$ cat config.mk
export PLATFORM = sky130hd
export DESIGN_NAME = char_wr_sched_flat
export DESIGN_NICKNAME = d
export VERILOG_FILES = /design/src/rtl/char_disp_pkg.sv /design/src/rtl/char_wr_sched_if.sv /design/src/rtl/char_clr_seq.sv /design/src/rtl/char_wr_sched.sv /design/src/flat_wrapper.sv
export SDC_FILE = /design/constraint.sdc
export NUM_CORES = 1
export LEC_CHECK = 0
export ABC_CLOCK_PERIOD_IN_PS = 3200
export CAP_MARGIN = 20
export CORE_UTILIZATION = 45
export DETAILED_ROUTE_END_ITERATION = 12
export GPL_ROUTABILITY_DRIVEN = 0
export PLACE_DENSITY = 0.88
export SLEW_MARGIN = 10
export SYNTH_ARGS = -nofsm -noshare
export SYNTH_HDL_FRONTEND = slang
export SYNTH_SLANG_ARGS = --single-unit
export TNS_END_PERCENT = 20
$ cat constraint.sdc
create_clock -name clk -period 3.2 [get_ports clk]
set_clock_uncertainty 0.1 [all_clocks]
set_input_delay 0.48 -clock clk [delete_from_list [all_inputs] [get_ports clk]]
set_output_delay 0.48 -clock clk [all_outputs]
set_load 0.01 [all_outputs]
$ cat src/rtl/char_disp_pkg.sv
// Shared constants and scheduler state encoding for the character display write path.
package char_disp_pkg;

  localparam int TXT_COLS = 64;
  localparam int TXT_ROWS = 16;
  localparam int TXT_AW   = $clog2(TXT_COLS * TXT_ROWS);

  localparam logic [7:0] BLANK_CHAR = 8'h20;

  typedef enum logic [1:0] {
    ST_IDLE  = 2'd0,
    ST_GNT_A = 2'd1,
    ST_GNT_B = 2'd2,
    ST_CLEAR = 2'd3
  } sched_state_e;

endpackage

$ cat src/rtl/char_wr_sched_if.sv
// Producer-side handshakes, clear control and RAM write port of the character write scheduler.
interface char_wr_sched_if;
  import char_disp_pkg::*;

  logic              a_valid;
  logic              a_ready;
  logic [TXT_AW-1:0] a_addr;
  logic [7:0]        a_data;
  logic              a_last;

  logic              b_valid;
  logic              b_ready;
  logic [TXT_AW-1:0] b_addr;
  logic [7:0]        b_data;
  logic              b_last;

  logic              clr_req;
  logic              clr_busy;

  logic [TXT_AW-1:0] ram_Adr;
  logic [7:0]        ram_Data;
  logic              write_Ram;

  modport master (
    output a_valid, a_addr, a_data, a_last, input a_ready,
    output b_valid, b_addr, b_data, b_last, input b_ready,
    output clr_req, input clr_busy,
    input  ram_Adr, ram_Data, write_Ram
  );

  modport slave (
    input  a_valid, a_addr, a_data, a_last, output a_ready,
    input  b_valid, b_addr, b_data, b_last, output b_ready,
    input  clr_req, output clr_busy,
    output ram_Adr, ram_Data, write_Ram
  );

endinterface

$ cat src/rtl/char_clr_seq.sv
// Screen-clear sequencer: pending flag, 10-bit cell counter (one pass, no wrap) and done pulse.
module char_clr_seq
  import char_disp_pkg::*;
(
  input  logic              clk,
  input  logic              reset_n,
  input  logic              clr_req,
  input  logic              step,
  output logic              pending,
  output logic              busy,
  output logic              done,
  output logic [TXT_AW-1:0] addr
);

  logic              pending_reg, pending_next;
  logic              busy_reg;
  logic [TXT_AW-1:0] cnt_reg, cnt_next;

  always_comb begin
    done         = step && (cnt_reg == '1);
    cnt_next     = cnt_reg;
    pending_next = pending_reg;
    if (done) begin
      cnt_next     = '0;
      pending_next = 1'b0;
    end else begin
      if (step)
        cnt_next = cnt_reg + 1'b1;
      if (clr_req && !busy_reg)
        pending_next = 1'b1;
    end
  end

  // busy stays high through the final write cycle, then drops.
  always_ff @(posedge clk or negedge reset_n) begin
    if (!reset_n) begin
      pending_reg <= 1'b0;
      busy_reg    <= 1'b0;
      cnt_reg     <= '0;
    end else begin
      pending_reg <= pending_next;
      busy_reg    <= pending_next | step;
      cnt_reg     <= cnt_next;
    end
  end

  assign pending = pending_reg;
  assign busy    = busy_reg;
  assign addr    = cnt_reg;

endmodule

$ cat src/rtl/char_wr_sched.sv
// Round-robin write-port scheduler for the char_disp RAM; clear engine built under CHAR_WR_SCHED_CLEAR_EN.
module char_wr_sched
  import char_disp_pkg::*;
#(
  parameter logic [7:0] CLR_CHAR  = BLANK_CHAR,
  parameter int         MAX_BURST = 64
) (
  input  logic            clk,
  input  logic            reset_n,
  char_wr_sched_if.slave  bus
);

  localparam int               BEAT_W    = $clog2(MAX_BURST + 1);
  localparam logic [BEAT_W-1:0] BEAT_LAST = BEAT_W'(MAX_BURST - 1);
  localparam logic             RR_A      = 1'b0;
  localparam logic             RR_B      = 1'b1;

  sched_state_e      state_reg, state_next;
  logic              rr_reg, rr_next;
  logic [BEAT_W-1:0] beat_cnt_reg, beat_cnt_next;
  logic [TXT_AW-1:0] ram_adr_reg, ram_adr_next;
  logic [7:0]        ram_data_reg, ram_data_next;
  logic              write_reg, write_next;

  logic              a_ready, b_ready, accept_a, accept_b, release_gnt;
  logic              clr_step, clr_pending, clr_busy, clr_done;
  logic [TXT_AW-1:0] clr_addr;

  assign clr_step = (state_reg == ST_CLEAR);

`ifdef CHAR_WR_SCHED_CLEAR_EN
  char_clr_seq u_clr_seq (
    .clk     (clk),
    .reset_n (reset_n),
    .clr_req (bus.clr_req),
    .step    (clr_step),
    .pending (clr_pending),
    .busy    (clr_busy),
    .done    (clr_done),
    .addr    (clr_addr)
  );
`else
  assign clr_pending = 1'b0;
  assign clr_busy    = 1'b0;
  assign clr_done    = 1'b0;
  assign clr_addr    = '0;

  logic unused_clr;
  assign unused_clr = bus.clr_req ^ (^CLR_CHAR) ^ clr_done ^ (^clr_addr) ^ clr_step;
`endif

  always_comb begin
    state_next    = state_reg;
    rr_next       = rr_reg;
    beat_cnt_next = beat_cnt_reg;
    ram_adr_next  = ram_adr_reg;
    ram_data_next = ram_data_reg;
    write_next    = 1'b0;
    release_gnt   = 1'b0;

    a_ready  = (state_reg == ST_GNT_A);
    b_ready  = (state_reg == ST_GNT_B);
    accept_a = a_ready && bus.a_valid;
    accept_b = b_ready && bus.b_valid;

    if (accept_a) begin
      ram_adr_next  = bus.a_addr;
      ram_data_next = bus.a_data;
      write_next    = 1'b1;
      release_gnt   = bus.a_last || (beat_cnt_reg == BEAT_LAST);
    end
    if (accept_b) begin
      ram_adr_next  = bus.b_addr;
      ram_data_next = bus.b_data;
      write_next    = 1'b1;
      release_gnt   = bus.b_last || (beat_cnt_reg == BEAT_LAST);
    end
    if (accept_a || accept_b)
      beat_cnt_next = release_gnt ? '0 : beat_cnt_reg + 1'b1;

    case (state_reg)
      ST_IDLE: begin
        if (bus.a_valid && (rr_reg == RR_A || !bus.b_valid))
          state_next = ST_GNT_A;
        else if (bus.b_valid)
          state_next = ST_GNT_B;
        // A pending clear outranks both requesters.
        if (clr_pending)
          state_next = ST_CLEAR;
      end
      ST_GNT_A: begin
        if (release_gnt) begin
          state_next = ST_IDLE;
          rr_next    = RR_B;
        end
      end
      ST_GNT_B: begin
        if (release_gnt) begin
          state_next = ST_IDLE;
          rr_next    = RR_A;
        end
      end
`ifdef CHAR_WR_SCHED_CLEAR_EN
      ST_CLEAR: begin
        ram_adr_next  = clr_addr;
        ram_data_next = CLR_CHAR;
        write_next    = 1'b1;
        if (clr_done)
          state_next = ST_IDLE;
      end
`endif
      default: state_next = ST_IDLE;
    endcase
  end

  always_ff @(posedge clk or negedge reset_n) begin
    if (!reset_n) begin
      state_reg    <= ST_IDLE;
      rr_reg       <= RR_A;
      beat_cnt_reg <= '0;
      ram_adr_reg  <= '0;
      ram_data_reg <= '0;
      write_reg    <= 1'b0;
    end else begin
      state_reg    <= state_next;
      rr_reg       <= rr_next;
      beat_cnt_reg <= beat_cnt_next;
      ram_adr_reg  <= ram_adr_next;
      ram_data_reg <= ram_data_next;
      write_reg    <= write_next;
    end
  end

  assign bus.a_ready   = a_ready;
  assign bus.b_ready   = b_ready;
  assign bus.clr_busy  = clr_busy;
  assign bus.ram_Adr   = ram_adr_reg;
  assign bus.ram_Data  = ram_data_reg;
  assign bus.write_Ram = write_reg;

endmodule

$ cat src/flat_wrapper.sv
// flat-port wrapper written by rule: the top's interface ports become plain ports
module char_wr_sched_flat import char_disp_pkg::*;
#(
  parameter logic [7:0] CLR_CHAR  = BLANK_CHAR,
  parameter int         MAX_BURST = 64
)
  (clk, reset_n, bus_a_valid, bus_a_addr, bus_a_data, bus_a_last, bus_a_ready, bus_b_valid, bus_b_addr, bus_b_data, bus_b_last, bus_b_ready, bus_clr_req, bus_clr_busy, bus_ram_Adr, bus_ram_Data, bus_write_Ram);
  char_wr_sched_if bus_i ();
  input  logic clk;
  input  logic reset_n;
  input wire logic [$bits(bus_i.a_valid)-1:0] bus_a_valid;
  input wire logic [$bits(bus_i.a_addr)-1:0] bus_a_addr;
  input wire logic [$bits(bus_i.a_data)-1:0] bus_a_data;
  input wire logic [$bits(bus_i.a_last)-1:0] bus_a_last;
  output wire logic [$bits(bus_i.a_ready)-1:0] bus_a_ready;
  input wire logic [$bits(bus_i.b_valid)-1:0] bus_b_valid;
  input wire logic [$bits(bus_i.b_addr)-1:0] bus_b_addr;
  input wire logic [$bits(bus_i.b_data)-1:0] bus_b_data;
  input wire logic [$bits(bus_i.b_last)-1:0] bus_b_last;
  output wire logic [$bits(bus_i.b_ready)-1:0] bus_b_ready;
  input wire logic [$bits(bus_i.clr_req)-1:0] bus_clr_req;
  output wire logic [$bits(bus_i.clr_busy)-1:0] bus_clr_busy;
  output wire logic [$bits(bus_i.ram_Adr)-1:0] bus_ram_Adr;
  output wire logic [$bits(bus_i.ram_Data)-1:0] bus_ram_Data;
  output wire logic [$bits(bus_i.write_Ram)-1:0] bus_write_Ram;
  assign bus_i.a_valid = bus_a_valid;
  assign bus_i.a_addr = bus_a_addr;
  assign bus_i.a_data = bus_a_data;
  assign bus_i.a_last = bus_a_last;
  assign bus_a_ready = bus_i.a_ready;
  assign bus_i.b_valid = bus_b_valid;
  assign bus_i.b_addr = bus_b_addr;
  assign bus_i.b_data = bus_b_data;
  assign bus_i.b_last = bus_b_last;
  assign bus_b_ready = bus_i.b_ready;
  assign bus_i.clr_req = bus_clr_req;
  assign bus_clr_busy = bus_i.clr_busy;
  assign bus_ram_Adr = bus_i.ram_Adr;
  assign bus_ram_Data = bus_i.ram_Data;
  assign bus_write_Ram = bus_i.write_Ram;
  char_wr_sched #(.CLR_CHAR(CLR_CHAR), .MAX_BURST(MAX_BURST)) u_core (.clk(clk), .reset_n(reset_n), .bus(bus_i));
endmodule
==> summary.txt <==
Timing
  • Fmax: 433 MHz
  • Final setup violation count: 0
  • Slew Viols, Final: 0
  • Slew HR: between 60 and 70%
  • Worst Max-Slew Pin Slew: 0.558 ns
  • Min cycle time layout: about 2.3 ns
  • Period Utilization, post-route: 72.2%
  • RSZ-0062 raised after global routing: false
  • Worst hold slack: roughly 0.38 ns
  • Hold Vio Cnt, Final: 0
  • Setup tns final: 0 ns

Yosys
  • Top cell type's share of synthesized area: around half
  • Syn nets: 194
  • Post-synthesis xor/xnor area fraction: 0%
  • Post-synthesis compound-gate area fraction: approximately 14%
  • Mapped Area: around 0.0015 mm2
  • Top cells by area, synth: dfrtp_1 50%, mux2i_1 13%, o21ai_0 7.9%
  • Yosys reg bits: 29
  • Avg Cell Area, Syn: 9.95 um2
  • Post-synthesis mux area share: 14.5%
  • Synth warnings: 0
  • Largest area contributor in the netlist: dfrtp_1
  • Simple-gate portion of the synthesized area: between 10% and 20%
  • Syn Inst Count: between 100 and 150
  • Distinct cells, synth: 33
  • Adder-Cell Fraction of Synth Area: under 10%
  • Main combinational cell family by area after synthesis: multiplexers
  • Sequential share of the synthesized area: between 40% and 50%

Layout
  • # nets final: about 260
  • Register area: about 730 um2
  • Fin area: 0.00219 mm2
  • Area Growth Syn to Fin: 49.6%
  • Largest register FFs: 10
  • Filler Cell Count: 233
  • Diode count: 0
  • Area of the multi-input gates: approximately 660 um2
  • Layout cells sized above 1: between 6 and 7%

GRT
  • First-pass GRT wire length: 5800 um
  • Initial antenna violation count: 0
  • Largest net degree at the start of global routing: 32
  • Global route total overflow: 0
  • Vias in the first global route: ~1,300
  • Gr usage total: ~23%

Clock tree
  • Clock slew at reported path FFs: 0.10 ns
  • Clk_lat worst skew: 0.33 ns
  • Setup Buffers After CTS: 0
  • Clock tree buffer depth: 2
  • Post-cts sizing count: 0
  • Total CTS buffers: 5
  • # clock sinks: 29
  • H-tree depth: 2
  • Hold_buf cts: 0
  • Clk root buf: clkbuf_4
  • CTS tree: built

Floorplan
  • Core area: 0.00308 mm2
  • Die Ht: 59.0 um
  • Initial core utilization: about 48%
  • DIE WIDTH: a little under 60 um
  • Ports: 65
  • Row count: 20
  • Die ar.: ~0.0035 mm2

Setup path
  • WP data required: about 3.4 ns
  • R2R setup slack: roughly 0.89 ns
  • Setup CP Type: flop to flop
  • CP startpoint kind: flop
  • Arr. time, crit path: 2.47 ns
  • Crit path capture type: flop
  • Max FO, Critical Path: 17

Route
  • Pre-antenna DRT Iters: 4
  • Vias: 1,316
  • Via density per instance: a little over 5
  • Number of DRC markers in iteration 0: 45
  • DRC: 0
  • Per-cell routed wire length: roughly 14 um
  • Final antenna-violating net count: 0
  • Total wire length: between 3000 and 4000 um

Outcome
  • Status: finished clean

Pwr
  • Sequential share of power: a little over a third
  • Int Power: roughly 0.0011 W
  • LEAKAGE: 1.06 nW
  • Pwr dens: around 770 mW/mm2
  • Clock power share: 15.1%
  • Max rail drop VDD: 0.496 mV
  • Net Sw Frac: roughly 36%
  • Comb pwr share: 48.5%
  • Switching Power: ~0.0006 W

Run
  • Max_cap viols: 0

Place
  • Dpl hpwl: roughly 2800 um
  • Port bufs: 62
  • Placed Area: roughly 0.0021 mm2

Worst hold path
  • Worst Hold Class: flop to flop
## stage by stage
stage | worst slack, ns | instances | utilization, % | power [W]
final | 0.890 | 255 | 71.1 | 0.00168
after floorplan | 1.37 | 147 | - | 0.00103
after CTS | 0.898 | 255 | 71.1 | 0.00169
after global routing | 0.697 | 255 | 71.1 | 0.00179
after global placement | 0.672 | 247 | 68.8 | 0.00138
after detailed placement | 0.606 | 247 | 68.8 | 0.00143
## cell families after synthesis
family,count (synthesis)
AOI/OAI and AO/OA,36
adders and majority gates,4
and+or+nand+nor,42
buffers and inverters,15
other,1
muxes,20
DFF,29
## final cells by class
cell class                      instances  area share (%)
Sequential cell                        29            33.2
Multi-Input combinational cell        103            30.1
Timing Repair Buffer                   65            30.0
Clock buffer                            7            2.97
Tap cell                               44            2.52
Inverter                                6            1.03
Clock inverter                          1           0.229
## final timing paths
path                                                to  cells past startpoint                  start
worst max-delay path               u_core.state_reg[1]                      7    u_core.state_reg[0]
worst min-delay path             u_core.bus.ram_Adr[0]                      2  u_core.bus.ram_Adr[0]
worst max register to register     u_core.state_reg[1]                      7    u_core.state_reg[0]
worst min register to register   u_core.bus.ram_Adr[0]                      2  u_core.bus.ram_Adr[0]
max in group asynchronous       u_core.beat_cnt_reg[6]                      2                reset_n
min in group asynchronous                u_core.rr_reg                      2                reset_n
## per-layer routing
layer	global-route usage (%)	vias up	wire length, um
li1	-	635	-
met1	25.5	647	1430
met2	42.0	29	1980
met3	4.80	5	107
met4	10.5	0	52
met5	0	-	0
## layout by cell type, fill, tap and decap left out, types with 4 or more instances in the layout
| cell | n |
|---|---|
| clkdlybuf4s50_1 | 62 |
| a21oi_1 | 4 |
| o21ai_0 | 23 |
| inv_1 | 5 |
| nand3_1 | 4 |
| mux2i_1 | 19 |
| clkbuf_4 | 5 |
| ha_1 | 4 |
| nand2_1 | 25 |
| dfrtp_1 | 29 |
## worst max-delay path, cell delays in order, from the launching register on
cell and delay [ns]:
dfrtp_1 0.38, inv_1 0.07, ha_1 0.25, nand2_2 0.09, and2_1 0.48, clkinv_1 0.40
a21oi_1 0.28, a2bb2oi_1 0.19
## power by group through the flow
stage                     combinational (W)  clock, W  sequential (W)
final                              0.000813  0.000254        0.000609
after global routing               0.000891  0.000276        0.000626
after floorplan                    0.000368         0        0.000660
after global placement             0.000772         0        0.000607
after detailed placement           0.000815         0        0.000617
after CTS                          0.000818  0.000261        0.000609
## synthesized netlist by cell type (all sizes together)
library cell,instances
a211o,1
a21boi,1
a21o,2
a21oi,4
a2bb2oi,1
a31oi,2
and2,1
and2b,1
and3,2
buf,6
clkbuf,3
clkinv,1
conb,1
dfrtp,29
ha,4
inv,5
mux2i,20
nand2,26
nand3,4
nand4,1
nor2,2
nor2b,1
nor3,2
nor3b,1
nor4,1
o21ai,24
o22ai,1
No activity file was read; power rests on OpenSTA's default activity.
